## src/rtl/driver_monitor_pkg.sv

```systemverilog
// Shared definitions for the driver-monitor pipeline.
// Holds the default score width and averaging window, plus the
// score_averager state encoding. The downstream safety FSM imports
// SC_W_DEFAULT from here so both stages agree on the score width.
package driver_monitor_pkg;

  localparam int SC_W_DEFAULT     = 8;
  localparam int WIN_LOG2_DEFAULT = 3;

  typedef enum logic [1:0] {
    EMPTY = 2'b00,
    FILL  = 2'b01,
    RUN   = 2'b10
  } avg_state_t;

endpackage

```

## src/rtl/score_averager_if.sv

```systemverilog
// Sample/average bus between the score producer and score_averager.
// Signals:
//   clear        : synchronous window flush, active high
//   sample_valid : sample_sc carries a new score this cycle
//   sample_sc    : instantaneous drowsiness score
//   avg_sc       : registered moving average
//   avg_valid    : window holds N real samples
//   fill_cnt     : samples held in the window, saturating at N
//   state        : averager FSM state (observation only)
//   peak_sc      : peak RUN-phase average (only with SCORE_PEAK_HOLD_EN)
// Handshake: one-way valid strobe. A sample is taken on every rising clk
// edge where sample_valid=1 and clear=0; there is no ready, the averager
// always accepts. clear takes priority and drops a coincident sample.
// Modports: master = producer / consumer side, slave = score_averager.
interface score_averager_if
  import driver_monitor_pkg::*;
#(
  parameter int SC_W     = SC_W_DEFAULT,
  parameter int WIN_LOG2 = WIN_LOG2_DEFAULT
) ();

  logic                clear;
  logic                sample_valid;
  logic [SC_W-1:0]     sample_sc;
  logic [SC_W-1:0]     avg_sc;
  logic                avg_valid;
  logic [WIN_LOG2:0]   fill_cnt;
  avg_state_t          state;
`ifdef SCORE_PEAK_HOLD_EN
  logic [SC_W-1:0]     peak_sc;
`endif

  modport master (
    output clear, sample_valid, sample_sc,
    input  avg_sc, avg_valid, fill_cnt, state
`ifdef SCORE_PEAK_HOLD_EN
    , input peak_sc
`endif
  );

  modport slave (
    input  clear, sample_valid, sample_sc,
    output avg_sc, avg_valid, fill_cnt, state
`ifdef SCORE_PEAK_HOLD_EN
    , output peak_sc
`endif
  );

endinterface

```

## src/rtl/score_ring_buf.sv

```systemverilog
// N-entry ring buffer of past scores for the moving average.
// Returns the entry about to be overwritten (o_old); unwritten slots read 0
// because reset and clear zero the whole array.
// Ports:
//   clk, rst   : clock, asynchronous active-low reset
//   i_clear    : zero all entries and the write pointer
//   i_wr_en    : store i_wr_data at the write pointer and advance it
//   i_wr_data  : score to store
//   o_old      : current content of the slot at the write pointer
module score_ring_buf #(
  parameter int SC_W     = 8,
  parameter int WIN_LOG2 = 3
) (
  input  logic            clk,
  input  logic            rst,
  input  logic            i_clear,
  input  logic            i_wr_en,
  input  logic [SC_W-1:0] i_wr_data,
  output logic [SC_W-1:0] o_old
);

  localparam int N = 1 << WIN_LOG2;

  logic [SC_W-1:0]     r_buf [N];
  logic [WIN_LOG2-1:0] r_wr_ptr;

  // Pointer is exactly WIN_LOG2 bits, so N-1 -> 0 wraps naturally.
  always_ff @(posedge clk or negedge rst) begin
    if (!rst) begin
      for (int i = 0; i < N; i++) r_buf[i] <= '0;
      r_wr_ptr <= '0;
    end else if (i_clear) begin
      for (int i = 0; i < N; i++) r_buf[i] <= '0;
      r_wr_ptr <= '0;
    end else if (i_wr_en) begin
      r_buf[r_wr_ptr] <= i_wr_data;
      r_wr_ptr        <= r_wr_ptr + WIN_LOG2'(1);
    end
  end

  assign o_old = r_buf[r_wr_ptr];

endmodule

```

## src/rtl/score_averager.sv

```systemverilog
// Moving average of drowsiness scores over a 2^WIN_LOG2 sample window.
// avg_sc = window sum >> WIN_LOG2, registered one clock after the sample.
// During start-up the window is zero-padded, so avg_sc ramps while
// avg_valid=0; avg_valid rises together with the first full-window average.
// Ports:
//   clk  : rising-edge clock
//   rst  : asynchronous active-low reset
//   bus  : score_averager_if.slave (clear, sample in; avg, flags, state out)
// Optional feature: define SCORE_PEAK_HOLD_EN to add bus.peak_sc, the
// maximum average seen once the window is full.
module score_averager
  import driver_monitor_pkg::*;
#(
  parameter int SC_W     = SC_W_DEFAULT,
  parameter int WIN_LOG2 = WIN_LOG2_DEFAULT
) (
  input  logic             clk,
  input  logic             rst,
  score_averager_if.slave  bus
);

  localparam int SUM_W = SC_W + WIN_LOG2;
  localparam int CNT_W = WIN_LOG2 + 1;
  localparam logic [CNT_W-1:0] FULL_CNT = {1'b1, {WIN_LOG2{1'b0}}};
  localparam logic [CNT_W-1:0] LAST_CNT = {1'b0, {WIN_LOG2{1'b1}}};

  logic [SUM_W-1:0] r_sum;
  logic [SC_W-1:0]  r_avg_sc;
  logic             r_avg_valid;
  logic [CNT_W-1:0] r_fill_cnt;
  avg_state_t       r_state;

  logic             w_accept;
  logic [SC_W-1:0]  w_old;
  logic [SUM_W-1:0] w_new_sum;
  logic             w_run_next;

  assign w_accept = bus.sample_valid && !bus.clear;

  score_ring_buf #(
    .SC_W     (SC_W),
    .WIN_LOG2 (WIN_LOG2)
  ) u_ring_buf (
    .clk       (clk),
    .rst       (rst),
    .i_clear   (bus.clear),
    .i_wr_en   (w_accept),
    .i_wr_data (bus.sample_sc),
    .o_old     (w_old)
  );

  // w_old is already part of r_sum, so the subtraction cannot underflow.
  assign w_new_sum = r_sum + {{WIN_LOG2{1'b0}}, bus.sample_sc}
                           - {{WIN_LOG2{1'b0}}, w_old};

  // The accepted sample lands in RUN: either already there, or it is the
  // sample that completes the window.
  assign w_run_next = (r_state == RUN) ||
                      ((r_state == FILL) && (r_fill_cnt == LAST_CNT));

`ifdef SCORE_PEAK_HOLD_EN
  logic [SC_W-1:0] r_peak_sc;
  assign bus.peak_sc = r_peak_sc;
`endif

  always_ff @(posedge clk or negedge rst) begin
    if (!rst) begin
      r_sum       <= '0;
      r_avg_sc    <= '0;
      r_avg_valid <= 1'b0;
      r_fill_cnt  <= '0;
      r_state     <= EMPTY;
`ifdef SCORE_PEAK_HOLD_EN
      r_peak_sc   <= '0;
`endif
    end else if (bus.clear) begin
      r_sum       <= '0;
      r_avg_sc    <= '0;
      r_avg_valid <= 1'b0;
      r_fill_cnt  <= '0;
      r_state     <= EMPTY;
`ifdef SCORE_PEAK_HOLD_EN
      r_peak_sc   <= '0;
`endif
    end else if (w_accept) begin
      r_sum    <= w_new_sum;
      r_avg_sc <= w_new_sum[SUM_W-1:WIN_LOG2];
      case (r_state)
        EMPTY: begin
          r_fill_cnt <= CNT_W'(1);
          r_state    <= FILL;
        end
        FILL: begin
          r_fill_cnt <= r_fill_cnt + CNT_W'(1);
          if (r_fill_cnt == LAST_CNT) begin
            r_state     <= RUN;
            r_avg_valid <= 1'b1;
          end
        end
        RUN: begin
          r_fill_cnt  <= FULL_CNT;
          r_avg_valid <= 1'b1;
        end
        default: begin
          r_fill_cnt  <= '0;
          r_avg_valid <= 1'b0;
          r_state     <= EMPTY;
        end
      endcase
`ifdef SCORE_PEAK_HOLD_EN
      // The window-completing average counts as a RUN update.
      if (w_run_next && (w_new_sum[SUM_W-1:WIN_LOG2] > r_peak_sc))
        r_peak_sc <= w_new_sum[SUM_W-1:WIN_LOG2];
`endif
    end
  end

  assign bus.avg_sc    = r_avg_sc;
  assign bus.avg_valid = r_avg_valid;
  assign bus.fill_cnt  = r_fill_cnt;
  assign bus.state     = r_state;

`ifndef SCORE_PEAK_HOLD_EN
  // Only the peak logic consumes the look-ahead flag.
  logic w_unused;
  assign w_unused = w_run_next;
`endif

endmodule

```

## src/flat_wrapper.sv

```systemverilog
// flat-port wrapper written by rule: the top's interface ports become plain ports
module score_averager_flat import driver_monitor_pkg::*;
#(
  parameter int SC_W     = SC_W_DEFAULT,
  parameter int WIN_LOG2 = WIN_LOG2_DEFAULT
)
  (clk, rst, bus_clear, bus_sample_valid, bus_sample_sc, bus_avg_sc, bus_avg_valid, bus_fill_cnt, bus_state);
  score_averager_if #(.SC_W(SC_W), .WIN_LOG2(WIN_LOG2)) bus_i ();
  input  logic clk;
  input  logic rst;
  input wire logic [$bits(bus_i.clear)-1:0] bus_clear;
  input wire logic [$bits(bus_i.sample_valid)-1:0] bus_sample_valid;
  input wire logic [$bits(bus_i.sample_sc)-1:0] bus_sample_sc;
  output wire logic [$bits(bus_i.avg_sc)-1:0] bus_avg_sc;
  output wire logic [$bits(bus_i.avg_valid)-1:0] bus_avg_valid;
  output wire logic [$bits(bus_i.fill_cnt)-1:0] bus_fill_cnt;
  output wire logic [$bits(bus_i.state)-1:0] bus_state;
  assign bus_i.clear = bus_clear;
  assign bus_i.sample_valid = bus_sample_valid;
  assign bus_i.sample_sc = bus_sample_sc;
  assign bus_avg_sc = bus_i.avg_sc;
  assign bus_avg_valid = bus_i.avg_valid;
  assign bus_fill_cnt = bus_i.fill_cnt;
  assign bus_state = bus_i.state;
  score_averager #(.SC_W(SC_W), .WIN_LOG2(WIN_LOG2)) u_core (.clk(clk), .rst(rst), .bus(bus_i));
endmodule
```

## config.mk

```make
export PLATFORM = sky130hd
export DESIGN_NAME = score_averager_flat
export DESIGN_NICKNAME = d
export VERILOG_FILES = /design/src/rtl/driver_monitor_pkg.sv /design/src/rtl/score_averager_if.sv /design/src/rtl/score_ring_buf.sv /design/src/rtl/score_averager.sv /design/src/flat_wrapper.sv
export SDC_FILE = /design/constraint.sdc
export NUM_CORES = 1
export LEC_CHECK = 0
export BUFFER_PORTS_ARGS = -buffer_cell sky130_fd_sc_hd__clkbuf_2
export CAP_MARGIN = 40
export CELL_PAD_IN_SITES_DETAIL_PLACEMENT = 0
export CELL_PAD_IN_SITES_GLOBAL_PLACEMENT = 1
export CORE_UTILIZATION = 44
export DETAILED_ROUTE_END_ITERATION = 7
export GPL_ROUTABILITY_DRIVEN = 1
export PLACE_DENSITY = 0.82
export SLEW_MARGIN = 20
export SYNTH_ARGS = -nofsm -noshare
export SYNTH_HDL_FRONTEND = slang
export SYNTH_SLANG_ARGS = --single-unit
```

## constraint.sdc

```tcl
create_clock -name clk -period 9.1 [get_ports clk]
set_input_delay 0.455 -clock clk [delete_from_list [all_inputs] [get_ports clk]]
set_output_delay 0.455 -clock clk [all_outputs]
set_load 0.02 [all_outputs]
```

After elaboration in Yosys (flattened, before gate mapping)

Cells that the tools add are included.

Input bits: 12
Flip-flop bits (word level): 93
Logic and storage cells: 59

Add/subtract/negate cells: 4
Eq/ne operators: 6
Reductions and logical operators: 7
Bitwise logic cells: 1
Multiplexer cells: 25
Magnitude comparators: 2

Operators with widths:

| operator                                                   | number |
|---|---|
| two-way mux 64 bit                                         | 2 |
| bitwise mux 64 bit                                         | 1 |
| two-way mux 8 bit                                          | 5 |
| binary-select mux 8 bit (select 3 bit)                     | 1 |
| demux 8 bit (select 3 bit)                                 | 1 |
| two-way mux 11 bit                                         | 2 |
| case mux 4 bit (3 select lines)                            | 1 |
| adder 11 x 8 -> 11 bit                                     | 1 |
| subtractor 11 x 8 -> 11 bit                                | 1 |
| two-way mux 4 bit                                          | 2 |
| two-way mux 2 bit                                          | 3 |
| two-way mux 3 bit                                          | 2 |
| case mux 2 bit (3 select lines)                            | 1 |
| AND reduction 3 bit                                        | 2 |
| adder 4 x 1 -> 4 bit, second input constant                | 1 |
| equality test 4 x 3 -> 1 bit, second input constant        | 1 |
| >= comparator 4 bit, second input constant                 | 1 |
| less-than comparator 4 x 1 -> 1 bit, second input constant | 1 |
| != test 2 bit, second input constant                       | 2 |
| inverter 3 -> 4 bit                                        | 1 |
| adder 3 x 1 -> 3 bit, second input constant                | 1 |
| two-way mux 1 bit                                          | 3 |
| != test 3 bit, second input constant                       | 1 |
| case mux 1 bit (3 select lines)                            | 1 |
| 6 further kinds                                            | 7 |

Depth between registers and ports, before layout

Gate-level depths: netlist of run 1.

Depth after elaboration: 8
Depth in mapped cells: 16
Mapped depth without buffers: 15

By module

A second synthesis of run 1 with hierarchy kept.

Cell total of the unflattened synthesis: 543
Area, all modules: 5114.9 um^2

By module, submodules not included:

| module         | area each (um^2) | cells an instance | times used | sequential area each (um^2) |
|---|---|---|---|---|
| score_ring_buf | 3407.0           | 332               | 1          | 1676.6 |
| score_averager | 1707.9           | 211               | 1          | 450.4 |

Worst setup path after synthesis of run 1

No wires, ideal clock.

Path type: reg2reg
Start point: reg u_core.u_ring_buf.r_wr_ptr[0]
End point: reg u_core.r_sum[10]
Data required time: 8964 ps
Stages on the path, launching flop included: 17
Buffers on the path: 3
Setup time: 136 ps
Arrival time: 3129 ps
Slack: 5834 ps
Path through: dfrtp_1 -> buf_4 -> buf_4 -> mux2_2 -> nand2_1 -> o21ai_0 -> a21oi_1 -> o21ai_0 -> fa_1 -> inv_1 -> ha_1 -> buf_6 -> a211o_1 -> nor3b_1 -> a311oi_2 -> a31o_1 -> a21oi_1

Longest elaborated chain between the ends: 7

RTL lines:

| what                                                 | line                 | RTL |
|---|---|---|
| start, declared                                      | score_ring_buf.sv:25 | `logic [WIN_LOG2-1:0] r_wr_ptr;` |
| start signal, assigned                               | score_ring_buf.sv:37 | `r_wr_ptr <= r_wr_ptr + WIN_LOG2'(1);` |
| inverter 3 -> 4 bit (not written as such)            | score_ring_buf.sv:41 | `assign o_old = r_buf[r_wr_ptr];` |
| binary-select mux 8 bit (select 3 bit)               | score_ring_buf.sv:41 |  |
| two-way mux 8 bit (not written as such) (2 in a row) | score_ring_buf.sv:41 |  |
| subtractor 11 x 8 -> 11 bit                          | score_averager.sv:54 | `- {{WIN_LOG2{1'b0}}, w_old};` |
| two-way mux 11 bit                                   | score_averager.sv:85 | `end else if (w_accept) begin` |
| two-way mux 11 bit                                   | score_averager.sv:76 | `end else if (bus.clear) begin` |
| end signal, assigned                                 | score_averager.sv:86 | `r_sum <= w_new_sum;` |
| end, declared                                        | score_averager.sv:27 | `logic [SUM_W-1:0] r_sum;` |

No other way between the ends. The select of a mux whose other input is x is not followed.
A chain may end at the register's enable or synchronous reset.

Worst setup path after layout of run 1

Start point: reg u_core.u_ring_buf.r_wr_ptr[2]
End point: reg u_core.r_sum[10]

The elaborated chain is that of the path after synthesis.

==> reports/metrics.cfg, run 1 <==
[drt]
viasPerCell=5.57
wl_per_cell_um=17.2
firstDrtPassIters=5
drc_errors=0
wl_um=12600
vias=4104
drtIter0Drc=352
postRouteAntennaNets=0

[timing]
fmax_ghz=0.264
relSlewSlack_pct=56.9
fin_skew_ns=0.00427
maxSlewViolCount=0
min_period_over_period_pct=41.6
tightest_slew_ns=0.643
rsz0062_at_grt=false
setup_viol_count_final=0
hold_viol_final=0
setup_tns_ns=0
period_minus_slack_ns=3.79

[critical_path]
end_kind=flop
worst-path-max-fanout=17
worstPathArrival_ns=4.00
critPathKind=reg -> reg
start_kind=flop
crit_required_ns=9.32

[power_and_ir_drop]
finalPower_mw=1.19
share_comb_of_total_power_pct=35.9
p_clk_share_pct=28.6
p_sw_mw=0.434
p_int_mw=0.761
ir_worst_vdd_mv=0.154
leakagePower_nw=2.42
pwr-share-seq_pct=35.6
p_per_area_nw_per_um2=216
swShare_pct=36.3

[grt]
grt_use_total_pct=23.3
grt_pass1_wl_um=21000
grt_max_degree=60
grt_overflow=0
grt_pass1_vias=3944
antenna_found_initial=0

[finish]
fin_nets=630
stdcell_area_sq_um=5530
n_fill_cell=1058
syn_to_final_growth_pct=9.08
drive_gt1_share_pct=12.7
antenna_cells=0

[clock_network]
clock-sinks=85
cts_tree=done
cts.repair.resized=0
cts.reportedPaths.clkPinSlew_ns=0.06
post-cts-setup-buffer-count=0
cts_hold_buf=1
cts.path.max_buffers=2
cts_root_buffer=clkbuf_16
cts-htree-levels=3
cts_inserted_buffers=9
clock_latency_ns=0.35

[synth]
synthTopCellsByArea=dfrtp_1 42%, nand2_1 11%, a21oi_1 8.2%, ha_1 4.4%, fa_1 3.2%
ys_types=57
ys_seq_area_share_pct=41.9
ys_warn_count=0
syn_inst=587
syn-cell-area_sq_um=5070
synthArstFlopShare_pct=100
post-synth-top-area-cell=dfrtp_1
synth_area_per_cell_sq_um=8.64
synth.top_cell.area_share_pct=41.9
synth_common_cells=150 x nand2_1, 85 x dfrtp_1, 83 x a21oi_1
synth_seq_cells=85
synth-edff-count=0
synthFlopType=dfrtp_1
syn-num-nets=625
yosysMostFrequentCell=nand2_1

[floorplanning]
dieArea_sq_um=12000
die_w_um=109
die_h_um=109
std_cell_rows=38
start_util_pct=46.0
ioPinCount=27
fp.coreArea_sq_um=11000

[min_path]
min_path_type=in -> async

[run]
maxCapViolations=0

[place]
io_buffers=26
place.gp.congestion=0.812
placed_cell_area_sq_um=5260
place_hpwl_um=8590

[status]
outcome=finished, final reports clean

==> state kept, by name, summed over array words and instances, names as in the netlist <==
name and count:
u_core.bus.avg_sc 7, u_core.bus.avg_valid 1, u_core.bus.fill_cnt 4, u_core.bus.state 2, u_core.r_sum 4, u_core.u_ring_buf.r_buf 64, u_core.u_ring_buf.r_wr_ptr 3
==> worst max-delay path: stages, from the launching register on <==
cell and delay, ns:
dfrtp_1 0.70, buf_4 0.33, nor2b_1 0.29, a21oi_1 0.10, o21ai_0 0.34, fa_1 0.48
inv_1 0.07, ha_1 0.32, a211o_1 0.31, nor3b_1 0.15, a311oi_2 0.31, a31o_1 0.19
a21oi_1 0.06
==> cells by family (layout without fill, tap and decap cells) <==
logic type	count (synthesis)	after routing	share of synthesized area (%)
xor gates and xnor gates	4	4	0.691
DFF	85	85	41.9
buffers and inverters	82	92	7.33
AOI/OAI and AO/OA	130	130	15.4
muxes	25	25	6.59
adders and majority gates	26	26	7.60
and+or+nand+nor	235	235	20.5
==> metrics by stage <==
step	instances	hold slack [ns]	utilization (%)	worst slack, ns
6_report	737	0.437	50.2	5.31
5_1_grt	737	0.451	50.2	5.02
4_1_cts	737	0.432	50.2	5.30
3_5_place_dp	720	0.259	47.6	5.32
3_3_place_gp	718	0.255	47.2	5.34
2_1_floorplan	587	0.159	-	5.83
==> metal layers <==
layer,global-route usage [%],vias up,wire (um)
li1,-,1974,-
met1,31.8,2002,5850
met2,37.4,105,6000
met3,3.79,23,533
met4,8.67,0,263
met5,0,-,0
==> power by group through the flow <==
stage          Clock (mW)  Combinational (mW)  Sequential [mW]
5_1_grt             0.365               0.485            0.429
6_report            0.341               0.428            0.425
3_5_place_dp            0               0.426            0.432
2_1_floorplan           0               0.350            0.428
3_3_place_gp            0               0.415            0.431
4_1_cts             0.349               0.428            0.425
==> cell type report <==
cell class                      instances  area, sq um  area share [%]
Multi-Input combinational cell        420         2570            46.5
Sequential cell                        85         2130            38.4
Timing Repair Buffer                   35          235            4.25
Clock buffer                           11          233            4.21
Tap cell                              140          175            3.17
Inverter                               41          154            2.78
Clock inverter                          5         35.0           0.633
==> worst paths after layout <==
path                                                    start                          end  slack, ns  depth (start not counted)
worst max-delay path            u_core.u_ring_buf.r_wr_ptr[2]             u_core.r_sum[10]       5.31                         12
worst max register to register  u_core.u_ring_buf.r_wr_ptr[2]             u_core.r_sum[10]       5.31                         12
max in group asynchronous                                 rst  u_core.u_ring_buf.r_buf[38]       7.67                          4
worst min register to register    u_core.u_ring_buf.r_buf[15]  u_core.u_ring_buf.r_buf[15]       0.52                          2
min in group clk                             bus_sample_sc[6]  u_core.u_ring_buf.r_buf[46]       0.48                          3
worst min-delay path                                      rst          u_core.bus.state[0]       0.44                          2
==> cell usage in the layout, fill, tap and decap left out, types with 2 or more instances in the layout <==
cell,n
fa_1,8
mux2i_1,12
nand3_1,17
nand2b_1,10
nor2b_1,4
clkinv_2,2
o21a_1,2
xnor2_1,3
mux2_2,7
mux4_2,6
o21ai_0,13
dfrtp_1,85
clkbuf_1,2
ha_1,18
nand2_1,150
buf_4,7
o211ai_1,2
a21o_1,3
a21oi_1,83
a211oi_1,2
inv_1,41
clkbuf_2,25
a31oi_1,4
clkbuf_16,9
nor3_2,2
or3_1,4
nor3b_1,4
nor2_1,23
nand4_1,5
nor2_2,6
nand3b_1,4
a22oi_1,2
No activity file was read; power rests on OpenSTA's default activity.
==> run 2, diff against run 1 <==
- clock period: 9.1 -> 3.6 ns (I/O delays scaled with it)
==> run 2 against run 1 <==
  * Clock-buffer cell count decreased by 1
  * Hold slack got worse by 0.25 ns
  * Flip-flop and latch count unchanged
  * Largest cell class unchanged
  * Non-clock buffer count increased by 10
  * Core utilization increased by 1.3 points
  * Final cell count increased by 1.4%
  * Critical path type unchanged
  * Critical path depth decreased by 1
  * Largest power group unchanged
==> reports/metrics.cfg, run 2 (same netlist as run 1, synthesis figures left out) <==
[timing]
tightest_slew_ns=0.774
hold_viol_final=0
rsz0062_at_grt=false
period_minus_slack_ns=3.39
fmax_ghz=0.295
setup_tns_ns=0
maxSlewViolCount=0
min_period_over_period_pct=94.2
holdWs_ns=0.190
relSlewSlack_pct=48.4
setup_viol_count_final=0
fin_skew_ns=0.00787

[clock_network]
cts.reportedPaths.clkPinSlew_ns=0.07
clock_latency_ns=0.34
clock-sinks=85
cts.path.max_buffers=2
cts_tree=done
cts_inserted_buffers=9
cts-htree-levels=3
cts_root_buffer=clkbuf_16

[grt]
grt_pass1_vias=3984
antenna_found_initial=1
grt_pass1_wl_um=20700
grt_overflow=0
grt_use_total_pct=23.0
grt_max_degree=62

[drt]
viasPerCell=5.53
firstDrtPassIters=5
drtIter0Drc=303
postRouteAntennaNets=0
vias=4131
drc_errors=0
wl_um=12700
wl_per_cell_um=16.9

[floorplanning]
die_h_um=109
ioPinCount=27
dieArea_sq_um=12000
start_util_pct=46.0
fp.coreArea_sq_um=11000
die_w_um=109
std_cell_rows=38

[place]
placed_cell_area_sq_um=5280
io_buffers=26
place.gp.congestion=0.812
place_hpwl_um=8660

[finish]
fin_nets=640
stdcell_area_sq_um=5680
largest_reg_flops=64
antenna_cells=0
layout_common_cells=150 x nand2_1, 84 x dfrtp_1, 83 x a21oi_1
syn_to_final_growth_pct=12.0
final_core_util_pct=51.5
n_fill_cell=1052
top_register=u_core.u_ring_buf.r_buf
drive_gt1_share_pct=14.7
final_common_cell=nand2_1

[power_and_ir_drop]
ir_worst_vdd_mv=0.335
leakagePower_nw=2.51
p_per_area_nw_per_um2=565

[critical_path]
end_kind=flop
worst-path-max-fanout=21
worstPathArrival_ns=3.67
critPathKind=reg -> reg
r2r-end=u_core.bus.avg_sc[5]
critPathMaxStageDelay_ns=0.49
timing.rr.start=u_core.u_ring_buf.r_wr_ptr[1]
r2r_slack_ns=0.21
start_kind=flop
ff2ff_path_depth=11
worst_path_max_delay_cell=fa_1
crit_required_ns=3.88
path_cells=buf_4 > mux2_2 > a31o_2 > fa_1 > inv_1 > ha_1 > nor2b_2 > o31ai_1 > a21oi_1 > or3_1 > nand3_1

[min_path]
worstHoldStart=bus_sample_sc[5]
hold_depth=3
min_path_type=in -> reg
hold_end=u_core.u_ring_buf.r_buf[61]

[run]
maxCapViolations=0

[status]
outcome=finished, final reports clean

## run 2: stage by stage
stage | setup WS [ns] | power, mW | cells
floorplan | 0.334 | 1.97 | 587
global placement | 0.135 | 2.15 | 727
detailed placement | 0.0546 | 2.18 | 727
CTS | 0.0444 | 3.20 | 744
global route | 0.0167 | 3.39 | 747
finish | 0.208 | 3.21 | 747
## run 2: what timing repair did
action | 4_1_cts | 5_1_grt
gates resized for setup | 0 | 4
hold endpoints to repair | 60 | 0
setup buffers | 0 | 1
hold buffers | 1 | 0
setup endpoints to repair | 0 | 6
## run 2: how the worst max path moves through the flow
stage | startpoint | endpoint | depth (start not counted)
floorplan | u_core.u_ring_buf.r_wr_ptr[0] | u_core.r_sum[10] | 16
global placement | u_core.u_ring_buf.r_wr_ptr[0] | u_core.r_sum[10] | 10
detailed placement | u_core.u_ring_buf.r_wr_ptr[0] | u_core.r_sum[10] | 10
CTS | u_core.u_ring_buf.r_wr_ptr[0] | u_core.r_sum[10] | 10
global route | u_core.u_ring_buf.r_wr_ptr[1] | u_core.r_sum[10] | 16
finish | u_core.u_ring_buf.r_wr_ptr[1] | u_core.bus.avg_sc[5] | 11
## run 2: power breakdown
group | internal, mW | leakage [nW] | total (mW) | switching (mW)
registers | 1.02 | 1.17 | 1.08 | 0.0553
logic | 0.459 | 1.18 | 1.11 | 0.653
clock network | 0.616 | 0.158 | 1.02 | 0.404
total | 2.09 | 2.51 | 3.21 | 1.11
## run 2: final cells by class
cell class,count,area (sq um),area share (%)
Clock buffer,10,229,4.03
Inverter,41,154,2.71
Clock inverter,6,95.1,1.67
Multi-Input combinational cell,420,2580,45.4
Timing Repair Buffer,45,322,5.66
Sequential cell,85,2130,37.5
Tap cell,140,175,3.08
## run 2: critical path, delay by kind of cell (launching register included)
kind | cells | cell delay (ns)
simple gates | 3 | 0.63
compound gates | 3 | 0.80
flops | 1 | 0.40
fa+ha+maj | 2 | 0.79
mux | 1 | 0.36
buf+inv | 2 | 0.34
## run 2: metal layers
layer	up-vias	part of all wire [%]	track usage, %
li1	1992	-	-
met1	2032	45	30.6
met2	100	50	38.8
met3	7	4.6	4.51
met4	0	0.60	4.95
met5	-	0	0
==> run 3, diff against run 2 <==
- BUFFER_PORTS_ARGS: -buffer_cell sky130_fd_sc_hd__clkbuf_2 -> unset
- DONT_BUFFER_PORTS: unset -> 1
- PLACE_DENSITY: 0.82 -> 0.8
==> run 3 against run 2 <==
  * Worst setup slack worse by 0.0017 ns
  * Hold slack worse by 0.17 ns
  * Final area down 2.3%
  * Non-clock buffer count down 22
  * First-iteration DRC count up 35%
  * Wire length up 6.2%
  * Clock-buffer cell count up 2
  * Total power down 6.7%
  * Flip-flop and latch count unchanged
  * Combinational power down 12%
  * Critical endpoint is now u_core.bus.avg_sc[3]
  * Largest cell class unchanged
==> reports/metrics.cfg, run 3 (same netlist as run 1, synthesis figures left out) <==
[timing]
setup_tns_ns=0
hold_viol_final=0
min_period_over_period_pct=94.3
rsz0062_at_grt=false
fmax_ghz=0.295
fin_skew_ns=0.00884
tightest_slew_ns=0.835
period_minus_slack_ns=3.39
setup_viol_count_final=0
relSlewSlack_pct=44.0
maxSlewViolCount=0

[drt]
drc_errors=0
viasPerCell=5.65
wl_per_cell_um=18.5
drtIter0Drc=408
firstDrtPassIters=5
wl_um=13400
postRouteAntennaNets=0
vias=4097

[clock_network]
cts-htree-levels=3
cts.path.max_buffers=2
post-cts-setup-buffer-count=0
clock-sinks=85
cts_inserted_buffers=9
clock_latency_ns=0.35
cts.reportedPaths.clkPinSlew_ns=0.07
cts_root_buffer=clkbuf_16
cts_tree=done

[critical_path]
worst-path-max-fanout=15
critPathKind=reg -> reg
start_kind=flop
end_kind=flop
crit_required_ns=3.81
worstPathArrival_ns=3.60

[finish]
final_common_cell=nand2_1
layout_common_cells=150 x nand2_1, 84 x dfrtp_1, 83 x a21oi_1
fin_nets=618
drive_gt1_share_pct=9.74
top_register=u_core.u_ring_buf.r_buf
stdcell_area_sq_um=5550
largest_reg_flops=64
syn_to_final_growth_pct=9.37
antenna_cells=0

[run]
maxCapViolations=0

[grt]
grt_max_degree=86
antenna_found_initial=0
grt_pass1_wl_um=21500
grt_overflow=0
grt_use_total_pct=24.4
grt_pass1_vias=3982

[floorplanning]
ioPinCount=27
fp.coreArea_sq_um=11000
start_util_pct=46.0
std_cell_rows=38
die_w_um=109
dieArea_sq_um=12000
die_h_um=109

[power_and_ir_drop]
p_per_area_nw_per_um2=540
ir_worst_vdd_mv=0.355
leakagePower_nw=2.39

[status]
outcome=finished, final reports clean

[place]
io_buffers=0
place_hpwl_um=8630
placed_cell_area_sq_um=5110
place.gp.congestion=0.853

[min_path]
min_path_type=in -> reg

## run 3: stage by stage
| step | util, % | worst slack [ns] | cells | total power [mW] | hold WS (ns) |
|---|---|---|---|---|---|
| after floorplan | - | 0.334 | 587 | 1.97 | -0.116 |
| after global placement | 46.3 | 0.289 | 697 | 2.04 | -0.114 |
| after detailed placement | 46.3 | 0.248 | 697 | 2.06 | -0.114 |
| after CTS | 50.3 | 0.234 | 725 | 3.01 | 0.00810 |
| after global routing | 50.3 | 0.0141 | 725 | 3.19 | 0.0219 |
| final | 50.3 | 0.206 | 725 | 2.99 | 0.0216 |
## run 3: report_power, final
part / internal (mW) / leakage [nW] / switching (mW)
registers: 1.02 / 1.17 / 0.117
clock network: 0.502 / 0.138 / 0.380
logic: 0.418 / 1.08 / 0.557
total: 1.94 / 2.39 / 1.05
## run 3: critical path: stages, from the launching register on
cell	delay [ns]
dfrtp_1	0.44
buf_4	0.27
mux4_2	0.52
mux2_2	0.32
fa_1	0.49
inv_1	0.04
ha_1	0.37
o211a_1	0.18
o31a_1	0.12
or3_1	0.34
nand3_1	0.10
a21oi_1	0.07
## run 3: layer usage
layer	vias to the layer above	global-route usage [%]	part of all wire, %
met3	25	4.92	5.5
li1	1949	-	-
met5	-	0	0
met1	1995	32.3	44
met2	128	39.3	48
met4	0	9.24	2.3
## run 3: final timing paths
| path | from | to | slack (ns) | cells past startpoint |
|---|---|---|---|---|
| worst min register to register | u_core.u_ring_buf.r_buf[28] | u_core.u_ring_buf.r_buf[28] | 0.52 | 2 |
| min in group asynchronous | rst | u_core.bus.state[1] | 0.39 | 2 |
| max in group asynchronous | rst | u_core.u_ring_buf.r_buf[0] | 2.84 | 2 |
| worst max register to register | u_core.u_ring_buf.r_wr_ptr[1] | u_core.bus.avg_sc[3] | 0.21 | 11 |
| worst max-delay path | u_core.u_ring_buf.r_wr_ptr[1] | u_core.bus.avg_sc[3] | 0.21 | 11 |
| worst min-delay path | bus_sample_valid | u_core.bus.fill_cnt[3] | 0.02 | 2 |
## run 3: cell type report
cell class                      count  area (sq um)
Fill cell                        1035          5480
Multi-Input combinational cell    420          2570
Sequential cell                    85          2130
Clock buffer                       12           256
Timing Repair Buffer               23           238
Tap cell                          140           175
Inverter                           41           154
Clock inverter                      4          22.5
## run 3: timing repair
action                     CTS  global route
hold buffers                12             0
hold endpoints to repair   168             0
gates resized for setup      0             1
setup endpoints to repair    0             1
